`src/rtl/toy_mem_arbiter.sv`:
```
// toy_mem_arbiter: round-robin arbiter sharing one memory port
// among REQ_NUM requesters, each with a one-deep response slot.
module toy_mem_arbiter #(
   parameter int REQ_NUM    = 2,
   parameter int ADDR_WIDTH = 32,
   parameter int DATA_WIDTH = 32
) (
   input  logic                            clk,
   input  logic                            rst_n,
   input  logic [REQ_NUM-1:0]              req_valid,
   output logic [REQ_NUM-1:0]              req_ready,
   input  logic [REQ_NUM*ADDR_WIDTH-1:0]   req_addr,
   input  logic [REQ_NUM-1:0]              req_wr_en,
   input  logic [REQ_NUM*DATA_WIDTH-1:0]   req_wr_data,
   input  logic [REQ_NUM*DATA_WIDTH/8-1:0] req_wr_byte_en,
   output logic [REQ_NUM-1:0]              resp_valid,
   input  logic [REQ_NUM-1:0]              resp_ready,
   output logic [REQ_NUM*DATA_WIDTH-1:0]   resp_data,
   output logic                            mem_en,
   output logic                            mem_wr_en,
   output logic [ADDR_WIDTH-1:0]           mem_addr,
   output logic [DATA_WIDTH-1:0]           mem_wr_data,
   output logic [DATA_WIDTH/8-1:0]         mem_wr_byte_en,
   input  logic [DATA_WIDTH-1:0]           mem_rd_data
);

   localparam int BW = DATA_WIDTH / 8;
   localparam int IW = $clog2(REQ_NUM);

   typedef enum logic [1:0] {
      EMPTY    = 2'd0,
      INFLIGHT = 2'd1,
      FULL     = 2'd2
   } slot_t;

   slot_t                 slot_st   [REQ_NUM];
   logic [REQ_NUM-1:0]    slot_wr;
   logic [DATA_WIDTH-1:0] slot_data [REQ_NUM];
   logic [IW-1:0]         last_grant;

   logic [REQ_NUM-1:0]    elig;
   logic                  grant;
   logic [IW-1:0]         gidx;

   // A requester may issue when its slot will be free at the next edge
   always_comb begin
      elig = '0;
      for (int i = 0; i < REQ_NUM; i++) begin
         elig[i] = rst_n && req_valid[i] &&
                   (slot_st[i] == EMPTY ||
                    (slot_st[i] == INFLIGHT && resp_ready[i]));
      end
   end

   // Round-robin pick starting one past the last winner
   always_comb begin
      logic [IW-1:0] cand;
      grant = 1'b0;
      gidx  = '0;
      cand  = '0;
      for (int k = 1; k <= REQ_NUM; k++) begin
         cand = IW'((int'(last_grant) + k) % REQ_NUM);
         if (!grant && elig[cand]) begin
            grant = 1'b1;
            gidx  = cand;
         end
      end
   end

   // One-hot grant and memory port mux from the winner
   always_comb begin
      req_ready      = '0;
      mem_en         = grant;
      mem_wr_en      = 1'b0;
      mem_addr       = '0;
      mem_wr_data    = '0;
      mem_wr_byte_en = '0;
      for (int i = 0; i < REQ_NUM; i++) begin
         if (grant && gidx == IW'(i)) begin
            req_ready[i]   = 1'b1;
            mem_wr_en      = req_wr_en[i];
            mem_addr       = req_addr[i*ADDR_WIDTH +: ADDR_WIDTH];
            mem_wr_data    = req_wr_data[i*DATA_WIDTH +: DATA_WIDTH];
            mem_wr_byte_en = req_wr_byte_en[i*BW +: BW];
         end
      end
   end

   // Response outputs decoded from slot state
   always_comb begin
      resp_valid = '0;
      resp_data  = '0;
      for (int i = 0; i < REQ_NUM; i++) begin
         resp_valid[i] = slot_st[i] != EMPTY;
         unique case (1'b1)
            (slot_st[i] == FULL):
               resp_data[i*DATA_WIDTH +: DATA_WIDTH] = slot_data[i];
            (slot_st[i] == INFLIGHT && !slot_wr[i]):
               resp_data[i*DATA_WIDTH +: DATA_WIDTH] = mem_rd_data;
            default:
               resp_data[i*DATA_WIDTH +: DATA_WIDTH] = '0;
         endcase
      end
   end

   // Slot state machines and round-robin pointer
   always_ff @(posedge clk or negedge rst_n) begin
      if (!rst_n) begin
         last_grant <= IW'(REQ_NUM - 1);
         slot_wr    <= '0;
         for (int i = 0; i < REQ_NUM; i++) begin
            slot_st[i]   <= EMPTY;
            slot_data[i] <= '0;
         end
      end else begin
         if (grant) last_grant <= gidx;
         for (int i = 0; i < REQ_NUM; i++) begin
            case (slot_st[i])
               EMPTY: begin
                  if (req_ready[i]) begin
                     slot_st[i] <= INFLIGHT;
                     slot_wr[i] <= req_wr_en[i];
                  end
               end
               INFLIGHT: begin
                  if (req_ready[i]) begin
                     slot_wr[i] <= req_wr_en[i];
                  end else if (resp_ready[i]) begin
                     slot_st[i] <= EMPTY;
                  end else begin
                     slot_st[i]   <= FULL;
                     slot_data[i] <=
                        slot_wr[i] ? '0 : mem_rd_data;
                  end
               end
               FULL: begin
                  if (resp_ready[i]) slot_st[i] <= EMPTY;
               end
               default: slot_st[i] <= EMPTY;
            endcase
         end
      end
   end

endmodule

```
`config.mk`:
```
export PLATFORM = sky130hd
export DESIGN_NAME = toy_mem_arbiter
export DESIGN_NICKNAME = d
export VERILOG_FILES = /design/src/rtl/toy_mem_arbiter.sv
export SDC_FILE = /design/constraint.sdc
export NUM_CORES = 1
export LEC_CHECK = 0
export CAP_MARGIN = 10
export CORE_AREA = 2 2 122 124
export DETAILED_ROUTE_END_ITERATION = 8
export DIE_AREA = 0 0 124 126
export GPL_TIMING_DRIVEN = 0
export PLACE_DENSITY = 0.73
export SYNTH_ARGS = -nofsm -noshare
export SYNTH_HDL_FRONTEND = slang
export SYNTH_SLANG_ARGS = --single-unit
```
`constraint.sdc`:
```
create_clock -name clk -period 2.47 [get_ports clk]
set_input_delay 0.741 -clock clk [delete_from_list [all_inputs] [get_ports clk]]
set_output_delay 0.741 -clock clk [all_outputs]
set_load 0.005 [all_outputs]
```
# Word-level counts from Yosys, hierarchy flattened
# Index checks and enable logic that the tools add are counted.
dict set report op_classes {
  n_addsub 2
  mul 0
  div 0
  order_cmp 2
  n_eq_ne 10
  n_shift 0
  muxes 32
  bitwise_logic 5
  reduce_logical 28
}
# cell n
set op_table {}
lappend op_table {{2-to-1 mux 32 bit} 6}
lappend op_table {{one-hot mux 32 bit (2 select lines)} 2}
lappend op_table {{2-to-1 mux 2 bit} 8}
lappend op_table {{2-to-1 mux 1 bit} 12}
lappend op_table {{inequality test 2 bit (second input constant)} 6}
lappend op_table {{one-hot mux 2 bit (3 select lines)} 2}
lappend op_table {{AND reduction 3 bit} 4}
lappend op_table {{logical AND 1 bit} 11}
lappend op_table {{2-to-1 mux 4 bit} 2}
lappend op_table {{inverter 1 bit} 5}
lappend op_table {{equality test 2 x 1 -> 1 bit (second input constant)} 2}
lappend op_table {{equality test 2 bit (second input constant)} 2}
lappend op_table {{zero test 2 bit} 2}
lappend op_table {{less-than comparator 1 x 2 -> 1 bit (second input constant)} 2}
lappend op_table {{AND reduction 2 bit} 2}
lappend op_table {{nonzero test 2 bit} 2}
lappend op_table {{OR reduction 2 bit} 2}
lappend op_table {{zero test 1 bit} 3}
lappend op_table {{adder 1 bit (second input constant)} 2}
lappend op_table {{logical OR 1 bit} 2}
dict set report totals {
  register_bits 71
  latch_bits 0
  mem_bits_rw 0
  mem_bits_ro 0
  out_inout_bits 138
  elab_cells 86
  n_memories 0
}

# Logic depth before layout (Yosys ltp)
dict set report logic_depth {
  depth_word 15
  mapped_depth 6
  mapped_depth_nobuf 4
}

# Worst setup path before layout
# OpenSTA, ideal clock, no wires.
dict set report synth_timing {
  kind {input -> output}
  from {in resp_ready[1]}
  to {out mem_addr[22]}
  arrival_time_ns 1.676
  required_time_ns 1.729
  setup_slack_ns 0.053
  path_stages 6
  path_buffers 2
  path_cell_list {nand2b_2 nand4b_4 o21a_1 buf_6 buf_6 a22o_1}
}
dict set report synth_via {
  elab_chain_cells 13
}
# element line_no
set synth_lines {}
lappend synth_lines {{start: declaration} 17} ;# input logic [REQ_NUM-1:0] resp_ready,
lappend synth_lines {{logical AND 1 bit (*)} 51} ;# (slot_st[i] == INFLIGHT && resp_ready[i]));
lappend synth_lines {{logical OR 1 bit (*)} 50} ;# (slot_st[i] == EMPTY ||
lappend synth_lines {{logical AND 1 bit (*)} 49} ;# elig[i] = rst_n && req_valid[i] &&
lappend synth_lines {{2-to-1 mux 1 bit (not written as such) (2 in series)} 63} ;# if (!grant && elig[cand]) begin
lappend synth_lines {{2-to-1 mux 1 bit} 63}
lappend synth_lines {{zero test 1 bit} 63}
lappend synth_lines {{logical AND 1 bit} 63}
lappend synth_lines {{2-to-1 mux 1 bit} 63}
lappend synth_lines {{inverter 1 bit} 79} ;# if (grant && gidx == IW'(i)) begin
lappend synth_lines {{logical AND 1 bit} 79}
lappend synth_lines {{2-to-1 mux 32 bit} 79}
lappend synth_lines {{2-to-1 mux 32 bit (*)} 79}
lappend synth_lines {{end: declaration} 21} ;# output logic [ADDR_WIDTH-1:0] mem_addr,
# Every way passes the cells marked *; elsewhere a longest branch is shown, timed or not. The select of a mux whose other input is x is not followed.

# Worst setup path in the final report
dict set report layout_timing {
  from {in rst_n}
  to {out mem_wr_data[17]}
}
dict set report layout_via {
  elab_chain_cells 12
}
# element line_no
set layout_lines {}
lappend layout_lines {{start: declaration} 9} ;# input logic rst_n,
lappend layout_lines {{logical AND 1 bit (2 in series)} 49}
lappend layout_lines {{2-to-1 mux 1 bit (not written as such) (2 in series)} 63}
lappend layout_lines {{2-to-1 mux 1 bit} 63}
lappend layout_lines {{zero test 1 bit} 63}
lappend layout_lines {{logical AND 1 bit} 63}
lappend layout_lines {{2-to-1 mux 1 bit} 63}
lappend layout_lines {{inverter 1 bit} 79}
lappend layout_lines {{logical AND 1 bit} 79}
lappend layout_lines {{2-to-1 mux 32 bit} 79}
lappend layout_lines {{2-to-1 mux 32 bit (*)} 79}
lappend layout_lines {{end: declaration} 22} ;# output logic [DATA_WIDTH-1:0] mem_wr_data,
# Marks and branches as above.

==> flow_summary.json <==
{
  "detail_route.drc_violations": 0,
  "launching_point_of_the_worst_reg2reg_path": "slot_st[1]",
  "cts_buffers": 9,
  "cp_data_arrival_time_ps": 2080,
  "syn-cell-area_sq_um": 4375,
  "drt_iter0_drc": 547,
  "number_of_top_level_pins": 314,
  "crit_path_top_delay_cell": "sky130_fd_sc_hd__nor3_4",
  "routed_via_density": 5.458,
  "setup_violations": 103,
  "cp_num_buf_inv": 5,
  "proportion_of_netlist_area_held_by_the_largest_area_contributor": 0.4003,
  "placement_rows": 44,
  "finish.utilization": 0.6360,
  "maxUsedRoutingLayer": "met5",
  "wl_met3_mm": 2.542,
  "slew_headroom": 0.6478,
  "largest_net_degree_at_the_start_of_global_routing": 37,
  "failed_checks": "setup timing",
  "worst_setup_hold_path_clk_slew_ps": 60,
  "post_route_hold_slack_ps": 486.2,
  "setup.worst_path.class": "input pin to output pin",
  "async_reset_ff_frac": 1.000,
  "regArea_sq_um": 1783,
  "grt_setup_unrepaired": "true",
  "slowest_delay_ps": 240,
  "placedCellCount": 970,
  "post_synth_inst_count": 472,
  "timing.reg2reg.worst_path_depth": 8,
  "io_buffers": 313,
  "grt_first_pass_wirelength_mm": 36.82,
  "synthDistinctLibCells": 25,
  "detail-route-antenna-nets": 0,
  "fillers": 1145,
  "finish.net_count": 1064,
  "die_x_um": 124,
  "gr-total-overflow": 0,
  "timing.final.max_slew_violations": 0,
  "final_cells": 1078,
  "die-area_sq_um": 15620,
  "ys_seq_elements": 71,
  "irDropWorstVdd_v": 0.0003755,
  "design.core.area_sq_um": 14310,
  "power.leakage_nw": 4.353,
  "yosys-top-cells-area": "sky130_fd_sc_hd__dfrtp_1 (40%), sky130_fd_sc_hd__a22o_1 (27%), sky130_fd_sc_hd__nand2b_1 (9.6%)",
  "dominantRegCellSynth": "sky130_fd_sc_hd__dfrtp_1",
  "critical_path_cell_sequence": "buf_12 > nand2_4 > nor3_4 > o21a_1 > buf_6 > buf_8 > buf_6 > a22o_1 > buf_2",
  "layout_cells_sized_above_1": 0.3259,
  "tritoncts": "built",
  "cellPowerDensity_nw_per_um2": 544.5,
  "finalWorstSetupSlack_ps": -353.7,
  "dieHeight_um": 126,
  "number_of_flops_mapped_to_enable_cells_by_yosys": 0,
  "area.growth.synth_to_final_pct": 108.1,
  "timing.critical_path.from": "rst_n",
  "tightest_slew_ps": 528.4,
  "clkSinkCount": 71,
  "startpoint_type": "input pin",
  "initial_antenna_violation_count": 2,
  "first_global_vias": 5969,
  "hold_path_startpoint": "slot_data[45]",
  "worst_hold_path.num_cells": 2,
  "cts-hold-fix-buffers": 0,
  "ctsLongestPathBuffers": 2,
  "maximum_capacitance_violations": 0,
  "gp_congestion": 1.003,
  "num_vias": 5884,
  "drt_first_pass_iters": 4,
  "seq_total_area_yosys": 0.4063,
  "clk_root_buffer_cell": "sky130_fd_sc_hd__clkbuf_16",
  "grtUsageTotal": 0.3200,
  "final_min_period_over_clock_period": 1.143,
  "path_common_cell": "sky130_fd_sc_hd__buf_6",
  "worst_endpoint_required_time_ps": 1730,
  "sort_of_element_at_the_end_of_the_critical_path": "output pin",
  "max_clock_freq_mhz": 354.1,
  "clock_insertion_delay_worst_skew_ps": 330,
  "final.min_clock_period_ps": 2824,
  "finalClockSkew_ps": 8.744,
  "totalWireLength_mm": 25.78,
  "detailroute.wirelength.met2_mm": 12.46,
  "crit_path_max_fo": 6,
  "cts.htree.levels": 3,
  "cp_top_family": "buffers and inverters",
  "post-synth-top-area-cell": "sky130_fd_sc_hd__dfrtp_1",
  "worstSetupPathDepth": 9,
  "initial_core_util": 0.3057,
  "ys_warn_count": 0,
  "detailed_place_hpwl_mm": 17.55,
  "route.layer.met1.wl_mm": 9.624,
  "detail_route.wl_per_cell_um": 23.91,
  "multi_input_comb_area_sq_um": 2479,
  "hold_viol": 0,
  "synth_nets": 648,
  "syn_area_per_cell_sq_um": 9.270,
  "hp-class": "flop to flop",
  "timing.setup.tns_ps": -21320,
  "outcome": "finished with violations"
}
==> cells in the mapped netlist (all sizes together), types with 3 or more instances <==
| cell type | instances |
|---|---|
| clkbuf | 24 |
| dfrtp | 70 |
| or2 | 4 |
| nor2b | 3 |
| nand2b | 68 |
| o21ai | 64 |
| nand2 | 65 |
| buf | 25 |
| a22o | 133 |
| a21oi | 4 |
==> layout by cell type, fill, tap and decap left out, types with 2 or more instances in the layout <==
cell	n
sky130_fd_sc_hd__dfrtp_2	4
sky130_fd_sc_hd__nor2_4	2
sky130_fd_sc_hd__buf_1	2
sky130_fd_sc_hd__bufbuf_16	3
sky130_fd_sc_hd__buf_2	83
sky130_fd_sc_hd__buf_16	3
sky130_fd_sc_hd__or2_1	2
sky130_fd_sc_hd__clkbuf_2	24
sky130_fd_sc_hd__clkinv_2	2
sky130_fd_sc_hd__nand2_1	64
sky130_fd_sc_hd__or2_2	2
sky130_fd_sc_hd__clkbuf_8	5
sky130_fd_sc_hd__nor2b_4	3
sky130_fd_sc_hd__mux2_1	2
sky130_fd_sc_hd__buf_8	18
sky130_fd_sc_hd__buf_6	65
sky130_fd_sc_hd__nand2b_1	64
sky130_fd_sc_hd__o21ai_0	33
sky130_fd_sc_hd__inv_1	2
sky130_fd_sc_hd__a22o_4	9
sky130_fd_sc_hd__dlygate4sd2_1	27
sky130_fd_sc_hd__buf_12	12
sky130_fd_sc_hd__clkbuf_16	16
sky130_fd_sc_hd__clkdlybuf4s50_1	144
sky130_fd_sc_hd__o21a_1	2
sky130_fd_sc_hd__clkdlybuf4s15_1	17
sky130_fd_sc_hd__dfrtp_1	66
sky130_fd_sc_hd__clkbuf_1	17
sky130_fd_sc_hd__buf_4	30
sky130_fd_sc_hd__nand2b_4	4
sky130_fd_sc_hd__o21ai_1	31
sky130_fd_sc_hd__a22o_1	124
sky130_fd_sc_hd__a21oi_1	3
==> cells by family after synthesis <==
| group | after synthesis | synth area share |
|---|---|---|
| buf+inv | 51 | 0.06177 |
| mux | 3 | 0.007435 |
| compound gates | 203 | 0.3483 |
| simple gates | 144 | 0.1761 |
| flops | 71 | 0.4063 |
==> flip-flops by register name (all words and copies together) (netlist names) <==
| signal | count |
|---|---|
| slot_st | 4 |
| last_grant | 1 |
| slot_data | 64 |
| slot_wr | 2 |
==> routing by layer <==
layer | up-vias | global-route usage
li1 | 2564 | -
met3 | 63 | 0.09692
met5 | - | 0
met4 | 2 | 0.1395
met2 | 368 | 0.5181
met1 | 2887 | 0.3915
==> report_power, final <==
group / internal [mW] / switching [mW]
Sequential: 1.48 / 0.217
Clock: 0.733 / 0.504
Combinational: 1.15 / 0.869
==> through the flow <==
stage	power, mW	area [sq um]	worst slack [ps]
CTS	4.795	8907	-398.0
finish	4.957	9104	-353.7
detailed placement	3.384	7764	-1488
global route	5.204	9104	-386.7
floorplan	2.373	4375	53.21
global placement	3.329	7739	-4008
==> worst paths after layout <==
kind / endpoint / slack, ps
max: mem_wr_data[17] / -350
min: slot_data[45] / 490
max reg2reg: slot_data[28] / 560
min reg2reg: slot_data[45] / 490
max in group asynchronous: slot_data[35] / 1650
min in group asynchronous: slot_data[60] / 570
==> timing repair <==
| item | CTS | global route |
|---|---|---|
| setup buffers | 55 | 29 |
| endpoints found under the setup margin | 136 | 131 |
| gates cloned | 16 | 6 |
| gates resized for setup | 608 | 124 |
| pin swaps | 64 | 50 |
==> layout make-up <==
| class | instances | share of cell area |
|---|---|---|
| clock buffer | 13 | 0.02859 |
| tap | 184 | 0.02529 |
| sequential | 71 | 0.1958 |
| multi-input combinational | 350 | 0.2723 |
| clock inverter | 3 | 0.001924 |
| inverter | 2 | 0.0008246 |
| buffer | 43 | 0.04687 |
| antenna | 1 | 0.0002749 |
| timing repair buffer | 411 | 0.4281 |
==> worst min-delay path: stages, from the launching register on <==
cell,delay [ps]
sky130_fd_sc_hd__dfrtp_1,340
sky130_fd_sc_hd__nand2_1,50
sky130_fd_sc_hd__o21ai_1,60
Power figures use the tool's default switching activity.
==> patch 1, RTL diff (config.mk and constraints unchanged) <==
The parameter `ADDR_WIDTH` goes from 32 to 36.
--- a/src/rtl/toy_mem_arbiter.sv
+++ b/src/rtl/toy_mem_arbiter.sv
@@ -3,5 +3,5 @@
 module toy_mem_arbiter #(
    parameter int REQ_NUM    = 2,
-   parameter int ADDR_WIDTH = 32,
+   parameter int ADDR_WIDTH = 36,
    parameter int DATA_WIDTH = 32
 ) (
Ports: changed (resized mem_addr and req_addr); port bits go from 314 to 326. The function was not compared with the original's and may differ.
==> patch 1 against the original RTL <==
The run still ends with negative setup slack left; synthesized area rose by 0.63%; worst setup slack improved by 0.031 ns; routed wire length increased by 7.7%; clock power increased by 23%; via count grew 1.6%; sequential cell count stayed put; non-clock buffer count increased by 15; design area hardly changed; cell count rose by 1.9%; power increased by 5.7%.
==> patch 1: results (changes against the original RTL) <==
| Metric | Value |
|---|---|
| Outcome | `finished with violations (unchanged)` |
| Failing checks | `negative setup slack (unchanged)` |
| DP HPWL | `19.2 mm (was 17.5 mm)` |
| RR Startpoint | `slot_st[0] (was slot_st[1])` |
| Vias | `5980 (was 5884)` |
| End of the critical path | `mem_wr_data[8] (was mem_wr_data[17])` |
| Global-route wire length before repair | `38.4 mm (was 36.8 mm)` |
| Placer's final routability congestion estimate | `1.08 (was 1.00)` |
| Worst hold path class | `in -> async (was reg -> reg)` |
| Sequential area share after synthesis | `40.4% (was 40.6%)` |
| Reg-to-reg critical path endpoint | `slot_data[13] (was slot_data[28])` |
| Final worst setup slack | `-0.323 ns (was -0.354 ns)` |
| R2R depth | `9 (was 8)` |
| Max-slew headroom | `65.4% (was 64.8%)` |
| Highest routed layer | `met4 (was met5)` |
| Max rail drop VDD | `0.340 mV (was 0.376 mV)` |
| Post-synth cell types | `23 (was 25)` |
| Max Clock Skew | `0.00822 ns (was 0.00874 ns)` |
| DR WL met3 | `2.21 mm (was 2.54 mm)` |
| Post-Syn Nets | `661 (was 648)` |
| Share of layout cells above drive strength 1 | `34.4% (was 32.6%)` |
| DRT Pass-1 Iters | `5 (was 4)` |
| Worst reg-to-reg setup slack | `0.28 ns (was 0.56 ns)` |
| Total track usage | `33.4% (was 32.0%)` |
| Final setup viols | `129 (was 103)` |
| DP Worst Slack | `-1.28 ns (was -1.49 ns)` |
| Met1 Use GR | `40.6% (was 39.1%)` |
| Nets | `1091 (was 1064)` |
| Critical path peak fanout | `7 (was 6)` |
| Top cells by area, synth | `dfrtp_1 40%, a22o_1 27%, nand2b_1 9.5% (was dfrtp_1 40%, a22o_1 27%, nand2b_1 9.6%)` |
| Met3 Usage GRT | `8.88% (was 9.69%)` |
[patch 1: power by group]
part | switching [mW] | internal, mW
clock network | 0.516 | 1.01
logic | 0.875 | 1.13
registers | 0.226 | 1.48
[patch 1: metrics by stage]
| step | setup TNS [ns] | hold slack [ns] | instance area [sq um] | power, mW |
|---|---|---|---|---|
| after global placement | -454.82 | 0.461 | 7890 | 3.36 |
| after detailed placement | -109.97 | 0.470 | 7910 | 3.41 |
| after CTS | -25.22 | 0.482 | 9070 | 5.11 |
| after global routing | -29.03 | 0.398 | 9110 | 5.48 |
| final | -22.79 | 0.389 | 9110 | 5.24 |
| after floorplan | 0 | 0.445 | 4400 | 2.36 |
[patch 1: layout make-up]
class                   count  area (sq um)  area share (%)
plain buffers              46           483            5.30
repair buffers            423          3820            41.9
clock buffers              11           243            2.67
diodes                      2          5.00          0.0550
multi-input cells         354          2440            26.8
inverters                   2          7.51          0.0824
clock inverters             5           105            1.15
well taps                 184           230            2.53
flip-flops and latches     71          1780            19.5
[patch 1: worst register-to-register path: stages, from the launching register on]
cell and delay (ns):
dfrtp_2 0.42, buf_4 0.15, buf_12 0.12, nand2b_4 0.07
buf_4 0.10, buf_4 0.09, or2_2 0.09, clkbuf_1 0.40
clkbuf_1 0.42, o21ai_0 0.18
[patch 1: kinds of logic (layout without fill, tap and decap cells)]
| group | Yosys count | after routing |
|---|---|---|
| compound gates | 207 | 207 |
| buf+inv | 52 | 487 |
| flops | 71 | 71 |
| mux | 3 | 3 |
| other cells | 0 | 2 |
| simple gates | 144 | 144 |
[patch 1: what timing repair did]
action / 4_1_cts / 5_1_grt
endpoints found under the setup margin: 140 / 139
endpoints found under the hold margin: 0 / 0
setup buffers: 63 / 25
gates cloned: 13 / 7
pin swaps: 47 / 48
resized for setup: 642 / 125
==> patch 2, RTL diff (config.mk and constraints unchanged) <==
Without the edit above. Reset style: synchronous (`rst_n`), changed in one clocked block.
--- a/src/rtl/toy_mem_arbiter.sv
+++ b/src/rtl/toy_mem_arbiter.sv
@@ -105,5 +105,5 @@
 
    // Slot state machines and round-robin pointer
-   always_ff @(posedge clk or negedge rst_n) begin
+   always_ff @(posedge clk) begin
       if (!rst_n) begin
          last_grant <= IW'(REQ_NUM - 1);
Check against the original RTL: differs if rst_n is asserted again (counterexample within 4 cycles, from zero or initial values and one cycle with rst_n low); with rst_n held inactive, the same outputs for 4 cycles.
==> patch 2 against the original RTL <==
The flow still finishes with violations (negative setup slack); synthesized area decreased by 4.9%; routed wire length down 2.6%; non-clock buffer count is 15 lower; design area decreased by 1.0%; power rose by 7.7%; cell count decreased by 11%; sequential cell count stayed put; clock power rose by 5%; worst setup slack worse by 0.17 ns; critical endpoint is now mem_addr[30]; largest cell class unchanged.
==> patch 2: results (changes against the original RTL) <==
| Metric | Value |
|---|---|
| Mapped cell area | `4160 sq um (was 4380 sq um)` |
| Min Hold Slack | `0.528 ns (was 0.486 ns)` |
| Number of fill cells | `1151 (was 1145)` |
| Setup bufs post-CTS | `65 (was 55)` |
| Final worst setup slack | `-0.525 ns (was -0.354 ns)` |
| Nets | `942 (was 1064)` |
| # resized after CTS | `654 (was 608)` |
| Vias | `5110 (was 5884)` |
| Power per cell area | `593 nW/um^2 (was 544 nW/um^2)` |
| Worst path max stage delay | `0.32 ns (was 0.24 ns)` |
| Multi-input gate count | `242 (was 350)` |
| Asr flop ratio synth | `0% (was 100%)` |
| Post-synth EDFFs | `67 (was 0)` |
| Met1 Use GR | `35.5% (was 39.1%)` |
| Global-route wire length before repair | `34.1 mm (was 36.8 mm)` |
| Maximum clock path buffer count | `2 (unchanged)` |
| Worst hold path class | `reg -> reg (unchanged)` |
| Slowest-stage cell, CP | `a311oi_4 (was nor3_4)` |
| Routed met2 length | `12.6 mm (was 12.5 mm)` |
| Placed cell area | `7610 sq um (was 7760 sq um)` |
| Total wire length | `25.1 mm (was 25.8 mm)` |
| Seq. cell area | `2090 sq um (was 1780 sq um)` |
| Met2 usage | `53.7% (was 51.8%)` |
| Bufs w/o clock | `439 (was 454)` |
| Max rail drop VDD | `0.413 mV (was 0.376 mV)` |
| Initial antenna violation count | `3 (was 2)` |
| Total track usage | `30.9% (was 32.0%)` |
| CP Data Arrival Time | `2.25 ns (was 2.08 ns)` |
| DP Worst Slack | `-1.76 ns (was -1.49 ns)` |
| Setup TNS | `-38.11 ns (was -21.32 ns)` |
| Failing checks | `negative setup slack (unchanged)` |
| DP HPWL | `18.1 mm (was 17.5 mm)` |
| Largest net degree at the start of global routing | `21 (was 37)` |
| DRT Pass-1 Iters | `5 (was 4)` |
| Sequential area share after synthesis | `50.3% (was 40.6%)` |
| Top cells by count, synth | `132 x a22o_1, 67 x edfxtp_1, 65 x and2_1 (was 133 x a22o_1, 70 x dfrtp_1, 67 x nand2b_1)` |
| Placed insts | `850 (was 970)` |
| Highest routed layer | `met4 (was met5)` |
| Max Clock Skew | `0.00502 ns (was 0.00874 ns)` |
| Placer's final routability congestion estimate | `1.04 (was 1.00)` |
| Clock buf/inv share | `3.28% (was 3.05%)` |
| Max-slew headroom | `55.8% (was 64.8%)` |
| Static Leak | `4.01 nW (was 4.35 nW)` |
| Final setup viols | `132 (was 103)` |
| Worst reg-to-reg setup slack | `0.07 ns (was 0.56 ns)` |
| Multi-input gate area | `2070 sq um (was 2480 sq um)` |
| Post-Syn Nets | `527 (was 648)` |
| Avg WL per Cell | `26.2 um (was 23.9 um)` |
| 1st-iter DRT viols | `296 (was 547)` |
| Outcome | `finished with violations (unchanged)` |
| Post-synth top flop | `edfxtp_1 (was dfrtp_1)` |
| Synthesized instance count | `351 (was 472)` |
| DR WL met3 | `2.45 mm (was 2.54 mm)` |
==> patch 2: cell count changes after synthesis, moves of 11 or more <==
| cell | delta |
|---|---|
| o21ai_1 | -30 |
| nand2_1 | -60 |
| dfrtp_1 | -70 |
| nand2b_1 | -64 |
| buf_2 | -11 |
| and2_1 | +65 |
| edfxtp_1 | +67 |
| o21ai_0 | -29 |
==> patch 2: power breakdown <==
| group | internal, mW | leakage, nW | total, mW | switching [mW] |
|---|---|---|---|---|
| Clock | 0.783 | 0.146 | 1.30 | 0.515 |
| Combinational | 1.47 | 3.13 | 2.51 | 1.04 |
| Sequential | 1.48 | 0.734 | 1.53 | 0.0563 |
==> patch 2: worst paths after layout <==
path                      start               end  cells past startpoint
setup reg to reg  slot_st[1][1]  slot_data[0][38]                      9
setup / recovery          rst_n      mem_addr[30]                     10
hold / removal       last_grant        last_grant                      1
hold reg to reg      last_grant        last_grant                      1
